--- config.mk ---
export PLATFORM = sky130hd
export DESIGN_NAME = pipeline_control
export DESIGN_NICKNAME = d
export VERILOG_FILES = /design/src/rtl/pipeline_control_pkg.sv /design/src/rtl/pipeline_control_sat_counter.sv /design/src/rtl/pipeline_control.sv
export SDC_FILE = /design/constraint.sdc
export NUM_CORES = 1
export LEC_CHECK = 0
export ABC_AREA = 1
export ABC_CLOCK_PERIOD_IN_PS = 1700
export CAP_MARGIN = 20
export CORE_MARGIN = 4
export CORE_UTILIZATION = 50
export DETAILED_ROUTE_END_ITERATION = 16
export PLACE_DENSITY = 0.84
export SYNTH_ARGS = -nofsm -noshare
export SYNTH_HDL_FRONTEND = slang
export SYNTH_SLANG_ARGS = --single-unit
--- constraint.sdc ---
create_clock -name clk -period 1.7 [get_ports clk]
set_input_delay 0.34 -clock clk [delete_from_list [all_inputs] [get_ports clk]]
set_output_delay 0.34 -clock clk [all_outputs]
set_load 0.005 [all_outputs]
--- src/rtl/pipeline_control_pkg.sv ---
// pipeline_control_pkg: shared state encoding and constants for the pipeline controller.
// Holds FSM state codes, the HLT opcode, drain depth and stall counter width.
package pipeline_control_pkg;
    localparam logic [1:0] ST_RUN      = 2'b00;
    localparam logic [1:0] ST_DRAIN    = 2'b01;
    localparam logic [1:0] ST_HALTED   = 2'b10;
    localparam logic [3:0] OPC_HLT     = 4'hF;
    localparam logic [1:0] DRAIN_DEPTH = 2'd3;
    localparam int         STALL_CNT_W = 16;
endpackage

--- src/rtl/pipeline_control_sat_counter.sv ---
// sat_counter: up counter that stops at all-ones instead of wrapping.
// Ports: clk, rst_n (async active-low), en (count this edge), count (current value).
module sat_counter #(
    parameter int W = 16
) (
    input  logic         clk,
    input  logic         rst_n,
    input  logic         en,
    output logic [W-1:0] count
);
    always_ff @(posedge clk or negedge rst_n) begin
        if (!rst_n) count <= '0;
        else if (en && count != '1) count <= count + 1'b1;
    end
endmodule

--- src/rtl/pipeline_control.sv ---
// pipeline_control: stall/flush/freeze/halt control for a 5-stage pipeline.
// Inputs: clk, rst_n (async active-low), stall_req, branch_taken, halt_id, mem_busy.
// Outputs: pc_we, ifid_we, ifid_flush, idex_bubble, down_we (combinational),
//          halted and stall_cycles (registered).
module pipeline_control
    import pipeline_control_pkg::*;
(
    input  logic                   clk,
    input  logic                   rst_n,
    input  logic                   stall_req,
    input  logic                   branch_taken,
    input  logic                   halt_id,
    input  logic                   mem_busy,
    output logic                   pc_we,
    output logic                   ifid_we,
    output logic                   ifid_flush,
    output logic                   idex_bubble,
    output logic                   down_we,
    output logic                   halted,
    output logic [STALL_CNT_W-1:0] stall_cycles
);
    logic [1:0] state, state_nxt;
    logic [1:0] drain_cnt, drain_nxt;

    // mem_busy freezes everything; reset forces all enables low.
    always_comb begin
        pc_we       = 1'b0;
        ifid_we     = 1'b0;
        ifid_flush  = 1'b0;
        idex_bubble = 1'b0;
        down_we     = 1'b0;
        state_nxt   = state;
        drain_nxt   = drain_cnt;
        if (!rst_n || mem_busy) begin
        end else if (state == ST_DRAIN) begin
            ifid_we    = 1'b1;
            ifid_flush = 1'b1;
            down_we    = 1'b1;
            drain_nxt  = drain_cnt - 1'b1;
            state_nxt  = (drain_cnt == 2'd1) ? ST_HALTED : ST_DRAIN;
        end else if (state == ST_HALTED) begin
        end else begin
            state_nxt = ST_RUN;
            if (stall_req) begin
                idex_bubble = 1'b1;
                down_we     = 1'b1;
            end else if (halt_id) begin
                // HLT proceeds downstream while fetch stops and IF/ID fills with NOPs.
                ifid_we    = 1'b1;
                ifid_flush = 1'b1;
                down_we    = 1'b1;
                state_nxt  = ST_DRAIN;
                drain_nxt  = DRAIN_DEPTH;
            end else begin
                pc_we      = 1'b1;
                ifid_we    = 1'b1;
                ifid_flush = branch_taken;
                down_we    = 1'b1;
            end
        end
    end

    always_ff @(posedge clk or negedge rst_n) begin
        if (!rst_n) begin
            state     <= ST_RUN;
            drain_cnt <= 2'd0;
        end else begin
            state     <= state_nxt;
            drain_cnt <= drain_nxt;
        end
    end

    assign halted = (state == ST_HALTED);

    sat_counter #(.W(STALL_CNT_W)) u_stall_cnt (
        .clk   (clk),
        .rst_n (rst_n),
        .en    (!pc_we && state != ST_HALTED),
        .count (stall_cycles)
    );
endmodule

==> metrics, run 1 <==
Final TNS setup 0 ps; Clk network pwr share 0.124; Power Density between 900 and 1000 mW/mm^2; synth top area cells dfrtp_1 (38%), nand2_1 (21%), nor2_1 (6.6%), inv_1 (5.7%), nand2_2 (5.7%); Multi-input gate area 744 um^2; starting density of the core 0.525; Max IR drop VDD 1.04 mV; syn_nets 196; Distinct cells, synth 21; FP Rows 18; post-route clock period utilization 0.972; f_max about 610 MHz; Total GRT Usage 0.187; CP max stage cell dfrtp_1; Rel. slew slack 0.693; Synth Instances 188; Nets around 240; vias per cell around 4.9; most common cell in the netlist nand2_1; Yosys top cell by area dfrtp_1; WL met2 1.53 mm; clk_lat worst skew 300 ps; NetSw about 650 uW; initial antenna violation count 0; Post-Syn Area around 0.0013 mm^2; crit path launch state[1]$_DFFE_PN0P_; Tmin final roughly 1700 ps; RSZ-0062 raised after global routing true; Iter 0 DRT Violations 21; Critical Path RT between 1000 and 1500 ps; global route overflow 0; clk_skew 6.33 ps; CP max FO 4; crit path cell chain inv_2 -> nand2_4 -> inv_2 -> nor2_2 -> inv_1 -> nor2_1 -> nor2_1 -> buf_2; die area around 0.0035 mm^2; Setup crit start kind register; main flop type after synthesis dfrtp_1; Clock Pin Slew Worst Setup and Hold Paths 100 ps; worst min path class input port to asynchronous set/reset pin; area grow syn2layout 35.9%; synth warn 0; combinational fraction of design power 0.453; Core Region roughly 0.0025 mm^2; Placer Congestion a little under 0.9; number of synthesized flops with an enable pin 0; worst-margin pin slew around 460 ps; Inst Count DP approximately 260; CTS Buf Count 3; die span in x between 50 and 60 um; Internal about 1100 uW; status finished, final reports clean; kind of critical path register to primary output; R2R cell count 9; Die Y around 59 um; # IOs 28; worst path arrival time between 1000 and 1500 ps; clk sink count 20; sequential share of the synthesized area 0.381; vias in the first global route around 1.2k; max-cap viol count 0; Top Metal Used met4; final hold vios 0; Mean Syn Cell Area 6.98 um^2; Max Root-Sink Buffers 2; # setup viols final 0; Cell Count, Final, Fillers Out ~260; routed length on met3 approximately 150 um; first-pass GRT wire length between 5 and 6 mm; vias roughly 1.3k; post-synth top area share 0.381; Net Sw Frac 0.374; register area between 500 and 600 um^2; TritonCTS clock tree done; Worst R2R Start state[1]$_DFFE_PN0P_; Lkg Pwr about 0.00089 uW; n_diodes 0; Worst Hold Margin between 150 and 200 ps; WL/cell ~12 um; synth cell count leaders nand2_1 (74), nor2_1 (23), dfrtp_1 (20), inv_1 (20), nand2_2 (12); PortBufs 27; Util after Layout 0.714; Root Driver clkbuf_4; WL met1 approximately 1.4 mm; hpwl dp between 2 and 2.5 mm; DRT Pass-1 Iters 4; Slew Viols, Final 0; htree depth 1; Fillers around 210; share of layout cells above drive strength 1 0.269; largest net degree at the start of global routing 21; Async SR Flop Fraction 1.00; WL final around 3.1 mm; drt drc 0; Worst Setup End Kind primary output; antenna-violating nets left 0; CP max stage delay 410 ps; Yosys reg bits 20; Reg power frac 0.423
## through the flow
stage          setup slack [ps]  instance area (um^2)  power [uW]
2_1_floorplan               286                  1310        1120
6_report                   47.9                  1780        1740
5_1_grt                   -45.1                  1780        1880
4_1_cts                    8.61                  1740        1710
3_3_place_gp               -589                  1690        1450
3_5_place_dp               -616                  1690        1470
## kinds of logic (layout without fill, tap and decap cells)
kind of cell / count (synthesis) / after routing / synth area share
compound gates: 8 / 8 / 0.0324
xor+xnor: 7 / 7 / 0.0467
fa+ha+maj: 2 / 2 / 0.0191
buf+inv: 23 / 69 / 0.0839
flops: 20 / 20 / 0.381
simple gates: 128 / 128 / 0.437
## worst max-delay path, delay by kind of cell, from the launching register on
family | cells | cell delay [ps]
simple gates | 4 | 340
buf+inv | 4 | 280
flops | 1 | 410
## layout make-up
type / instances / share of cell area
multi-input combinational: 145 / 0.417
sequential: 20 / 0.285
timing repair buffer: 45 / 0.220
inverter: 21 / 0.0442
tap: 30 / 0.0210
clock buffer: 3 / 0.0126
## cells in the final DEF (no fill, tap or decap), drive strengths merged, types with 4 or more instances in the layout
master,instances
dfrtp,20
clkdlybuf4s50,17
xnor2,4
nor2,27
inv,21
nand4,5
clkbuf,5
nand3,8
o21ai,5
buf,19
nand2,86
## registers in the layout, summed over array words and instances, names as in the netlist
name,count
state,2
u_stall_cnt.count,16
drain_cnt,2
## final timing paths
check	to	slack [ps]
setup / recovery	ifid_flush	50
hold / removal	u_stall_cnt.count[11]$_DFFE_PN0P_	160
hold reg to reg	drain_cnt[0]$_DFFE_PN0P_	510
min in group clk	drain_cnt[0]$_DFFE_PN0P_	510
setup reg to reg	u_stall_cnt.count[3]$_DFFE_PN0P_	120
max in group asynchronous	u_stall_cnt.count[3]$_DFFE_PN0P_	1310
## power groups by stage
stage / Clock (uW) / Sequential [uW] / Combinational, uW
after global routing: 249 / 754 / 882
after CTS: 226 / 721 / 759
after global placement: 0 / 723 / 723
final: 215 / 734 / 786
after floorplan: 0 / 726 / 393
after detailed placement: 0 / 725 / 749
## layer usage
metal	global-route usage	vias to the layer above
met3	0.0283	6
met2	0.317	42
li1	-	675
met4	0.0680	0
met5	0	-
met1	0.240	583
## timing repair
| item | in CTS | in global routing |
|---|---|---|
| pin swaps | 3 | 8 |
| gates resized for setup | 17 | 27 |
| hold buffers | 0 | 0 |
| setup buffers | 3 | 2 |
| setup endpoints to repair | 6 | 12 |
No activity file was read; power rests on OpenSTA's default activity.
==> inputs of run 2 (changes only) <==
CTS_CLUSTER_DIAMETER = 50   (was not set)
SETUP_SLACK_MARGIN = 0.15   (was not set)
==> metrics, run 2 (synthesized netlist as in run 1, its figures left out) <==
PortBufs 27 (unchanged); Nets 273 (was 244); # IOs 28 (unchanged); Root Driver clkbuf_4 (unchanged); share of layout cells above drive strength 1 0.369 (was 0.269); Lkg Pwr 0.00128 uW (was 0.000893 uW); post-route clock period utilization 0.975 (was 0.972); first-pass GRT wire length 6.22 mm (was 5.04 mm); CP max stage delay 420 ps (was 410 ps); FP Rows 18 (unchanged); Placer Congestion 0.893 (unchanged); n_diodes 0 (unchanged); Util after Layout 0.844 (was 0.714); DP Worst Slack -616 ps (unchanged); Total GRT Usage 0.234 (was 0.187); starting density of the core 0.525 (unchanged); Worst R2R Start state[0]$_DFFE_PN0P_ (was state[1]$_DFFE_PN0P_); CTS Buf Count 3 (unchanged); vias in the first global route 1448 (was 1207); Worst path most repeated cell nand2_2; global route overflow 0 (unchanged); Core Region 0.00250 mm^2 (unchanged); clk_skew 9.04 ps (was 6.33 ps); Inst Count DP 256 (unchanged); max FFs per register 16 (unchanged); Design Power 2040 uW (was 1740 uW); Tmin final 1660 ps (was 1650 ps); Worst Setup End Kind primary output (unchanged); die span in x 59.2 um (unchanged); crit path cell chain nand2_2 -> nand2_2 -> buf_4 -> nor3_2 -> buf_2 (was inv_2 -> nand2_4 -> inv_2 -> nor2_2 -> inv_1 -> nor2_1 -> nor2_1 -> buf_2); post-route setup slack 42.1 ps (was 47.9 ps); Most flops, register u_stall_cnt.count (unchanged); clk sink count 20 (unchanged); status finished, final reports clean (unchanged); Critical Path RT 1360 ps (about the same); worst path arrival time 1320 ps (was 1310 ps); CP top delay family flip-flops (unchanged); vias per cell 5.15 (was 4.95); kind of critical path register to primary output (unchanged); WL/cell 14.3 um (was 11.8 um); most frequent cells in the layout nand2_1 (69), buf_4 (40), nor2_1 (19) (was nand2_1 (71), nor2_1 (19), buf_4 (18)); Die Y 59.2 um (unchanged); antenna-violating nets left 0 (unchanged); Cell Count, Final, Fillers Out 293 (was 264); WL final 4.18 mm (was 3.12 mm); drt drc 0 (unchanged); f_max 603 MHz (was 605 MHz); worst min path class input port to asynchronous set/reset pin (unchanged); Max IR drop VDD 1.24 mV (was 1.04 mV); clk_lat worst skew 310 ps (was 300 ps); hpwl dp 2.16 mm (unchanged); area grow syn2layout 60.7% (was 35.9%); largest net degree at the start of global routing 21 (unchanged); Clock Pin Slew Worst Setup and Hold Paths 110 ps (was 100 ps); Slew Viols, Final 0 (unchanged); worst-margin pin slew 259 ps (was 459 ps); DRT Pass-1 Iters 4 (unchanged); # setup viols final 0 (unchanged); vias 1510 (was 1306); die area 0.00351 mm^2 (unchanged); CP max FO 4 (unchanged); Final TNS setup 0 ps (unchanged); CP max stage cell dfrtp_1 (unchanged); TritonCTS clock tree done (unchanged); RSZ-0062 raised after global routing true (unchanged); Power Density 966 mW/mm^2 (was 973 mW/mm^2); commonest non-fill, non-tap cell in the layout nand2_1 (unchanged); crit path launch state[0]$_DFFE_PN0P_ (was state[1]$_DFFE_PN0P_); Rel. slew slack 0.827 (was 0.693); Max Root-Sink Buffers 2 (unchanged); Setup crit start kind register (unchanged); htree depth 1 (unchanged); Iter 0 DRT Violations 60 (was 21); initial antenna violation count 0 (unchanged); Worst Path Buf+Inv 2 (was 4); Regs by FF count u_stall_cnt.count x16, drain_cnt x2, state x2 (unchanged); final hold vios 0 (unchanged); max-cap viol count 0 (unchanged)
-- run 2: stage by stage --
| stage | hold slack, ps | area [um^2] |
|---|---|---|
| final | 149 | 2110 |
| after global placement | 494 | 1690 |
| after global routing | 162 | 2110 |
| after floorplan | 44.4 | 1310 |
| after CTS | 159 | 1950 |
| after detailed placement | 501 | 1690 |
-- run 2: worst paths after layout --
kind                            slack (ps)                                end  cells after the start
worst max-delay path                    40                        idex_bubble                      5
worst min-delay path                   150  u_stall_cnt.count[11]$_DFFE_PN0P_                      2
worst max register to register          90   u_stall_cnt.count[8]$_DFFE_PN0P_                     10
worst min register to register         510           drain_cnt[0]$_DFFE_PN0P_                      1
max in group asynchronous             1310   u_stall_cnt.count[2]$_DFFE_PN0P_                      2
min in group clk                       510           drain_cnt[0]$_DFFE_PN0P_                      1
-- run 2: report_power, final --
| group | internal [uW] | switching (uW) |
|---|---|---|
| Clock | 83.0 | 150 |
| Sequential | 596 | 70.4 |
| Combinational | 588 | 550 |
| Total | 1270 | 771 |
-- run 2: layout make-up --
| cell class | instances | area, um^2 |
|---|---|---|
| Clock buffer | 3 | 22.5 |
| Fill cell | 150 | 390 |
| Inverter | 21 | 83.8 |
| Multi-Input combinational cell | 145 | 777 |
| Sequential cell | 20 | 507 |
| Tap cell | 30 | 37.5 |
| Timing Repair Buffer | 74 | 682 |
-- run 2: layer usage --
layer | track usage | wire length (um)
met5 | 0 | 0
met4 | 0.0939 | 121
met3 | 0.0305 | 176
met2 | 0.413 | 2210
met1 | 0.284 | 1670
-- run 2: what timing repair did --
action	CTS	global route
setup buffers	28	5
endpoints found under the setup margin	38	35
resized for setup	47	31
hold buffers	0	0
gates cloned	0	1
hold endpoints to repair	0	0
pin swaps	8	5
==> inputs of run 3 (changes only) <==
RECOVER_POWER = 50   (was not set)
TNS_END_PERCENT = 20   (was not set)
==> metrics, run 3 (synthesized netlist as in run 1, its figures left out) <==
Power Density 959 mW/mm^2 (was 966 mW/mm^2); clk sink count 20 (unchanged); Lkg Pwr 0.00102 uW (was 0.00128 uW); drt drc 0 (unchanged); Iter 0 DRT Violations 36 (was 60); n_diodes 0 (unchanged); R2R cell count 11 (was 10); RR Endpoint u_stall_cnt.count[10]$_DFFE_PN0P_ (was u_stall_cnt.count[8]$_DFFE_PN0P_); vias per cell 5.05 (was 5.15); Worst Hold Margin 475 ps (was 149 ps); starting density of the core 0.525 (unchanged); FP Rows 18 (unchanged); RSZ-0062 raised after global routing true (unchanged); Hold Buf Count CTS 0 (unchanged); DP Area 0.00169 mm^2 (unchanged); Max Root-Sink Buffers 2 (unchanged); Multi-input gate area 833 um^2 (was 777 um^2); Regs by FF count u_stall_cnt.count x16, drain_cnt x2, state x2 (unchanged); CP max FO 2 (was 4); DP Worst Slack -616 ps (unchanged); CP max stage delay 530 ps (was 420 ps); worst path arrival time 1340 ps (was 1320 ps); Worst Setup End Kind primary output (unchanged); # IOs 28 (unchanged); clk_lat worst skew 300 ps (was 310 ps); htree depth 1 (unchanged); Critical Path RT 1360 ps (about the same); Fillers 188 (was 150); post-route clock period utilization 0.990 (was 0.975); Worst R2R Start state[0]$_DFFE_PN0P_ (unchanged); antenna-violating nets left 0 (unchanged); R2R Setup Slk 130 ps (was 90 ps); Design Power 1870 uW (was 2040 uW); crit path cell chain clkdlybuf4s50_1 -> nand2_2 -> buf_4 -> nor3_2 -> buf_2 (was nand2_2 -> nand2_2 -> buf_4 -> nor3_2 -> buf_2); Most flops, register u_stall_cnt.count (unchanged); area grow syn2layout 48.3% (was 60.7%); # setup viols final 0 (unchanged); max-cap viol count 0 (unchanged); Clock Pin Slew Worst Setup and Hold Paths 110 ps (about the same); vias in the first global route 1266 (was 1448); Setup crit start kind input port (was register); TritonCTS clock tree done (unchanged); Max IR drop VDD 1.14 mV (was 1.24 mV); crit path launch stall_req (was state[0]$_DFFE_PN0P_); CTS Buf Count 3 (unchanged); clk_skew 6.49 ps (was 9.04 ps); Final TNS setup 0 ps (unchanged); register area 507 um^2 (unchanged); worst min path class input port to asynchronous set/reset pin (unchanged); most frequent cells in the layout nand2_1 (54), nand2_2 (28), nor2_1 (19), buf_4 (19), dlygate4sd2_1 (16) (was nand2_1 (69), buf_4 (40), nor2_1 (19)); DRT Pass-1 Iters 4 (unchanged); global route overflow 0 (unchanged); hpwl dp 2.16 mm (unchanged); kind of critical path input port to primary output (was register to primary output); worst-margin pin slew 1080 ps (was 259 ps); vias 1379 (was 1510); CP max stage cell clkdlybuf4s50_1 (was dfrtp_1); die area 0.00351 mm^2 (unchanged); post-route design area 0.00195 mm^2 (was 0.00211 mm^2); PortBufs 27 (unchanged); Nets 253 (was 273); WL final 3.68 mm (was 4.18 mm); WL/cell 13.5 um (was 14.3 um); Core Region 0.00250 mm^2 (unchanged); largest net degree at the start of global routing 21 (unchanged); Worst setup endpoint idex_bubble (unchanged); Root Driver clkbuf_4 (unchanged); Placer Congestion 0.893 (unchanged); die span in x 59.2 um (unchanged); first-pass GRT wire length 5.39 mm (was 6.22 mm); final hold vios 0 (unchanged); Total GRT Usage 0.201 (was 0.234); Slew Viols, Final 0 (unchanged); commonest non-fill, non-tap cell in the layout nand2_1 (unchanged); Die Y 59.2 um (unchanged); status finished, final reports clean (unchanged); max FFs per register 16 (unchanged); Rel. slew slack 0.282 (was 0.827); share of layout cells above drive strength 1 0.374 (was 0.369); post-route setup slack 16.5 ps (was 42.1 ps); Tmin final 1680 ps (was 1660 ps); f_max 594 MHz (was 603 MHz); initial antenna violation count 0 (unchanged)
## run 3: cell count changes in the layout (fill, tap and decap cells not counted), moves of 2 or more
cell / before / now
inv_4: 2 / 0
inv_6: 0 / 2
nand2_1: 69 / 54
dlymetal6s2s_1: 13 / 0
buf_4: 40 / 19
dlygate4sd2_1: 3 / 16
nand2_2: 15 / 28
## run 3: through the flow
step / util / instances
floorplan: - / 188
global placement: 0.675 / 256
detailed placement: 0.675 / 256
CTS: 0.718 / 269
global route: 0.779 / 273
finish: 0.779 / 273
## run 3: timing repair
action                                  in CTS  in global routing
gates cloned                                 0                  0
resized for setup                           62                 37
pin swaps                                   12                 23
buffers inserted                            10                  4
endpoints found under the setup margin      38                 22
## run 3: routing by layer
metal,track usage,routed length [um]
met1,0.252,1540
met2,0.353,1960
met3,0.0283,105
met4,0.0647,68
met5,0,0
## run 3: worst min path at each step
stage,from,to,slack [ps]
2_1_floorplan,rst_n,drain_cnt[0]$_DFFE_PN0P_,40
3_3_place_gp,drain_cnt[0]$_DFFE_PN0P_,drain_cnt[0]$_DFFE_PN0P_,490
3_5_place_dp,drain_cnt[0]$_DFFE_PN0P_,drain_cnt[0]$_DFFE_PN0P_,500
4_1_cts,rst_n,u_stall_cnt.count[11]$_DFFE_PN0P_,160
5_1_grt,rst_n,u_stall_cnt.count[11]$_DFFE_PN0P_,560
6_report,rst_n,u_stall_cnt.count[11]$_DFFE_PN0P_,470
## run 3: where the power goes
part / total [uW] / leakage, uW / switching (uW) / internal, uW
Clock: 220 / 0.0000138 / 137 / 82.7
Combinational: 910 / 0.000751 / 468 / 442
Sequential: 737 / 0.000254 / 140 / 597
Total: 1870 / 0.00102 / 745 / 1120
## run 3: layout make-up
| type | count | area share |
|---|---|---|
| tap | 30 | 0.0193 |
| multi-input combinational | 145 | 0.428 |
| timing repair buffer | 54 | 0.235 |
| clock buffer | 3 | 0.0116 |
| sequential | 20 | 0.260 |
| inverter | 21 | 0.0456 |
## run 3: critical path: cells and delay by family
kind	cells	cell delay [ps]
buffers and inverters	3	800
and+or+nand+nor	2	190
